===== src/rtl/ctr_game_param.sv =====
// Parametrised up/down counter game: scores exact landings on all-ones (WINNER)
// and zero (LOSER), and freezes once either score reaches GAMEOVER_COUNT.
module ctr_game_param #(
  parameter int WIDTH          = 4,
  parameter int SCORE_W        = 4,
  parameter int GAMEOVER_COUNT = 15
) (
  input  logic               clock,
  input  logic               reset_n,
  input  logic               INIT,
  input  logic [1:0]         control,
  input  logic [WIDTH-1:0]   initial_value,
  output logic [WIDTH-1:0]   count,
  output logic               WINNER,
  output logic               LOSER,
  output logic [SCORE_W-1:0] winner_score,
  output logic [SCORE_W-1:0] loser_score,
  output logic               GAMEOVER,
  output logic [1:0]         WHO
);

  generate
    if (WIDTH < 2 || GAMEOVER_COUNT < 1 || GAMEOVER_COUNT > (2 ** SCORE_W) - 1) begin : g_param_check
      $error("ctr_game_param: illegal WIDTH or GAMEOVER_COUNT");
    end
  endgenerate

  typedef enum logic [1:0] {
    IDLE = 2'b00,
    RUN  = 2'b01,
    OVER = 2'b10
  } state_t;

  localparam logic [WIDTH-1:0]   ALL_ONES  = {WIDTH{1'b1}};
  localparam logic [WIDTH-1:0]   ZERO_CNT  = {WIDTH{1'b0}};
  localparam logic [WIDTH-1:0]   STEP1     = WIDTH'(1);
  localparam logic [WIDTH-1:0]   STEP2     = WIDTH'(2);
  localparam logic [SCORE_W-1:0] SCORE_ONE = SCORE_W'(1);
  localparam logic [SCORE_W-1:0] SCORE_END = SCORE_W'(GAMEOVER_COUNT);

  state_t             state_r;
  logic [WIDTH-1:0]   count_r;
  logic               winner_r;
  logic               loser_r;
  logic [SCORE_W-1:0] winner_score_r;
  logic [SCORE_W-1:0] loser_score_r;
  logic               gameover_r;
  logic [1:0]         who_r;

  logic [WIDTH-1:0]   next_count_s;
  logic               win_hit_s;
  logic               lose_hit_s;
  logic [SCORE_W-1:0] winner_inc_s;
  logic [SCORE_W-1:0] loser_inc_s;

  // Next count for the selected step mode; arithmetic wraps modulo 2^WIDTH.
  always_comb begin
    next_count_s = count_r;
    case (control)
      2'b00:   next_count_s = count_r + STEP1;
      2'b01:   next_count_s = count_r + STEP2;
      2'b10:   next_count_s = count_r - STEP1;
      2'b11:   next_count_s = count_r - STEP2;
      default: next_count_s = count_r;
    endcase
    win_hit_s    = (next_count_s == ALL_ONES);
    lose_hit_s   = (next_count_s == ZERO_CNT);
    winner_inc_s = winner_score_r + SCORE_ONE;
    loser_inc_s  = loser_score_r + SCORE_ONE;
  end

  // Game FSM with all outputs registered.
  always_ff @(posedge clock) begin
    if (!reset_n) begin
      state_r        <= IDLE;
      count_r        <= ZERO_CNT;
      winner_r       <= 1'b0;
      loser_r        <= 1'b0;
      winner_score_r <= {SCORE_W{1'b0}};
      loser_score_r  <= {SCORE_W{1'b0}};
      gameover_r     <= 1'b0;
      who_r          <= 2'b00;
    end else begin
      winner_r <= 1'b0;
      loser_r  <= 1'b0;
      case (state_r)
        IDLE: begin
          if (INIT) begin
            count_r <= initial_value;
            state_r <= RUN;
          end else begin
            count_r <= ZERO_CNT;
          end
        end
        RUN: begin
          if (INIT) begin
            count_r <= initial_value;
          end else begin
            count_r  <= next_count_s;
            winner_r <= win_hit_s;
            loser_r  <= lose_hit_s;
            if (win_hit_s) begin
              winner_score_r <= winner_inc_s;
              if (winner_inc_s == SCORE_END) begin
                gameover_r <= 1'b1;
                who_r      <= 2'b10;
                state_r    <= OVER;
              end
            end else if (lose_hit_s) begin
              loser_score_r <= loser_inc_s;
              if (loser_inc_s == SCORE_END) begin
                gameover_r <= 1'b1;
                who_r      <= 2'b01;
                state_r    <= OVER;
              end
            end else begin
              state_r <= RUN;
            end
          end
        end
        OVER: begin
          if (INIT) begin
            count_r        <= initial_value;
            winner_score_r <= {SCORE_W{1'b0}};
            loser_score_r  <= {SCORE_W{1'b0}};
            gameover_r     <= 1'b0;
            who_r          <= 2'b00;
            state_r        <= RUN;
          end else begin
            gameover_r <= 1'b1;
          end
        end
        default: begin
          state_r <= IDLE;
        end
      endcase
    end
  end

  assign count        = count_r;
  assign WINNER       = winner_r;
  assign LOSER        = loser_r;
  assign winner_score = winner_score_r;
  assign loser_score  = loser_score_r;
  assign GAMEOVER     = gameover_r;
  assign WHO          = who_r;

endmodule


===== config.mk =====
export PLATFORM = sky130hd
export DESIGN_NAME = ctr_game_param
export DESIGN_NICKNAME = d
export VERILOG_FILES = /design/src/rtl/ctr_game_param.sv
export SDC_FILE = /design/constraint.sdc
export NUM_CORES = 1
export LEC_CHECK = 0
export CORE_ASPECT_RATIO = 0.5
export CORE_UTILIZATION = 40
export CTS_CLUSTER_DIAMETER = 80
export DETAILED_ROUTE_END_ITERATION = 7
export PLACE_DENSITY = 0.65
export SLEW_MARGIN = 10
export SYNTH_ARGS = -nofsm -noshare
export SYNTH_HDL_FRONTEND = slang
export SYNTH_SLANG_ARGS = --single-unit

===== constraint.sdc =====
create_clock -name clock -period 2.9 [get_ports clock]
set_input_delay 0.29 -clock clock [delete_from_list [all_inputs] [get_ports clock]]
set_output_delay 0.29 -clock clock [all_outputs]
set_load 0.005 [all_outputs]

==> results.md <==
- CP startpoint kind: primary input
- P_sw: 307 uW
- Detailed Routing Iterations Pass 1: 4
- IO Pins: 26
- Global-route wire length before repair: 5680 um
- Core area: 3210 um^2
- Clk sink count: 19
- Syn avg cell area: 8.27 um^2
- Fin. max-slew vios: 0
- Clock latency at the later pin of the worst-skew pair: 270 ps
- Clock Tree Buf Depth: 2
- Yosys warnings: 0
- GRT Util Overall: 19.3%
- Rows: 14
- Worst stage delay on the critical path: 550 ps
- WL final: 3570 um
- Layout cells sized above 1: 13.8%
- Filler instances: roughly 320
- Sw frac: 35.7%
- Top post-synthesis cells by area: dfxtp_1, ha_1, a21oi_1
- Gpl congestion: 0.910
- Layout area overhead: 31.1%
- WL met1: 1780 um
- Reg clk slew, reported paths: 80 ps
- Max-cap violations: 0
- CTS buffer count: 3
- Reg-to-reg slack, setup: 230 ps
- Hold path start: WHO[1]
- Post-Syn Area: 1430 um^2
- N_diodes: 0
- CP max FO: 4
- Final setup violation count: 0
- FF-to-FF End: state_r[0]
- Leak: 0.000713 uW
- Gr ovfl total: 0
- Reg power frac: between 30% and 40%
- Vias in the first global route: 1,230
- Slew @ Worst Pin: 580 ps
- Area of the multi-input gates: 995 um^2
- Power density cells: around 460 nW/um^2
- Antenna violations before repair: 0
- Main combinational cell family by area after synthesis: compound AO/OA/AOI/OAI gates
- Min Clock Period, post-route: 2790 ps
- Status: finished clean
- Worst path cell trace: clkdlybuf4s50_1, nor2b_1, xnor2_1, ha_1, nor3b_2, nor4b_2, or4b_4, or4_1, o311ai_2, mux2i_1
- Top cells by count, synth: dfxtp_1, nand2_1, nor2_1, a21oi_1, inv_1
- Pin count of the biggest net entering global routing: 16
- Seq/Total Area, Yosys: a little over a quarter
- Post-synthesis xor/xnor area fraction: under 10%
- Post-synth EDFFs: 0
- Met2 wire length: 1620 um
- Routed Antenna Nets: 0
- Final period util: 96.3%
- #FFs+latches synth: 19
- DP Area: 1820 um^2
- Max Used Layer: met4
- VDD IR-drop max: 0.000171 V
- Met3 wire length: 139 um
- FF/Latch Area: 380 um^2
- Clock Skew: ~3.2 ps
- Highest clock rate: 358 MHz
- Min Hold Slack: around 470 ps
- Final TNS setup: 0 ps
- Synth Instances: 173
- Reg-to-Reg Start: count[1]
- HPWL Detailed: 2730 um
- Count leader, synth: dfxtp_1
- Fraction of the mapped netlist area in adder cells: under 10%
- CTS tree: built
- H-tree levels: 1
- Worst path required time: 3100 ps
- DR WL/cell: 13.8 um
- Cell area after layout: around 1900 um^2
- WHS Path Cells: 2
- Die area: 3830 um^2
- Post-synth top area cell: dfxtp_1
- Simple-Gate Fraction of Synth Area: 26.4%
- Syn_nets: approximately 190
- Initial Util: approximately 45%
- Die X: 86.6 um
- Hold Crit Class: flip-flop to flip-flop
- R2R cell count: 9
- Mux cell area share after synthesis: 1.49%
- Root Buffer: clkbuf_8
- Fraction of registers with async set/reset: 0%
- Clk network pwr share: 22.9%
- Via count: between 1,000 and 1,500
- Initial DRC Count: 56
- Synth top area share: between 20% and 30%
- Final hold vios: 0
- Hold Path Sink: WHO[1]
- Chip Height: 44.3 um
- Most used DFF post-synth: dfxtp_1
- Hold-fix buffer count after cts: 0
- Complex-gate fraction of the synthesized area: 28.6%
- Number of buffers added on ports: 25
- Critical path class: primary input to flip-flop
- CP arrival: 2990 ps
- Nets: 230
- Remaining DRCs: 0
- Yosys cell types: 53
- Vias per inst: approximately 5.5
- Final design utilization: 58.5%
- Critical Path Sink Type: flip-flop
- Crit path max-delay cell type: or4b_4
- Internal Power: 553 uW
- Max transition margin: about three fifths
- Logic gate share of total power: between 40% and 50%
[sequential cells by signal (all words and copies together), names as in the netlist]
name and flops:
WHO 2, winner_score 4, LOSER 1, loser_score 4, state_r 2, GAMEOVER 1
count 4, WINNER 1
[worst max path at each step]
| stage | to | slack [ps] | cells after the start | from |
|---|---|---|---|---|
| after detailed placement | state_r[0] | -180 | 10 | control[1] |
| after CTS | state_r[0] | 80 | 10 | control[1] |
| after global routing | state_r[0] | -20 | 10 | control[1] |
| final | state_r[0] | 110 | 10 | control[1] |
| after floorplan | state_r[0] | 290 | 8 | control[0] |
| after global placement | state_r[0] | -80 | 10 | control[1] |
[power groups by stage]
stage               clock (uW)  sequential [uW]  combinational [uW]
global route               212              314                 388
detailed placement           0              318                 348
floorplan                    0              317                 212
CTS                        200              311                 351
global placement             0              316                 339
finish                     197              311                 352
[layout by cell type (no fill, tap or decap), drive strengths merged, types with 2 or more instances in the layout]
cell type	Yosys	final
clkdlybuf4s50	0	25
dfxtp	19	19
buf	1	14
nand2	14	14
o21ai	13	13
nor2	12	12
a21oi	11	11
inv	10	10
ha	9	9
nand3	6	6
nor3	6	6
nor2b	5	5
nand2b	4	4
nand3b	4	4
a22oi	4	4
a32o	3	3
a211oi	3	3
clkbuf	5	3
a21boi	3	3
and2	2	2
xnor2	2	2
a22o	2	2
nor4	2	2
o22a	2	2
o31a	2	2
a31oi	2	2
nand4	2	2
or4	2	2
nor4b	2	2
and3	2	2
[stage by stage]
stage               cells  power, uW  setup slack (ps)
CTS                   258        862              76.5
detailed placement    254        666              -182
global placement      254        656             -83.6
floorplan             173        529               287
finish                258        860               108
global route          258        914             -21.1
[cells by family after synthesis]
group	after synthesis
AOI/OAI and AO/OA	56
adders and majority gates	10
DFF	19
xor gates and xnor gates	3
muxes	2
and+or+nand+nor	67
buffers and inverters	16
[layout make-up]
cell class | count | area share, %
multi-input cells | 138 | 53.1
flip-flops and latches | 19 | 20.3
well taps | 48 | 3.20
clock inverters | 1 | 0.267
clock buffers | 3 | 2.20
inverters | 10 | 2.00
repair buffers | 39 | 19.0
[worst max-delay path: cells and delay by family]
kind / cells / cell delay (ps)
AND/OR/NAND/NOR: 5 / 1560
buffers and inverters: 1 / 500
multiplexers: 1 / 210
adder cells (fa/ha/maj): 1 / 200
AO/OA/AOI/OAI: 1 / 130
XOR/XNOR: 1 / 90
[timing repair]
| action | CTS | global route |
|---|---|---|
| resized for setup | 0 | 2 |
| setup endpoints to repair | 0 | 4 |
| setup buffers | 0 | 0 |
[metal layers]
| metal | up-vias | GRT usage, % |
|---|---|---|
| met4 | 0 | 4.00 |
| met2 | 27 | 33.0 |
| li1 | 725 | - |
| met1 | 670 | 25.9 |
| met5 | - | 0 |
| met3 | 3 | 3.92 |
Power figures use the tool's default switching activity.
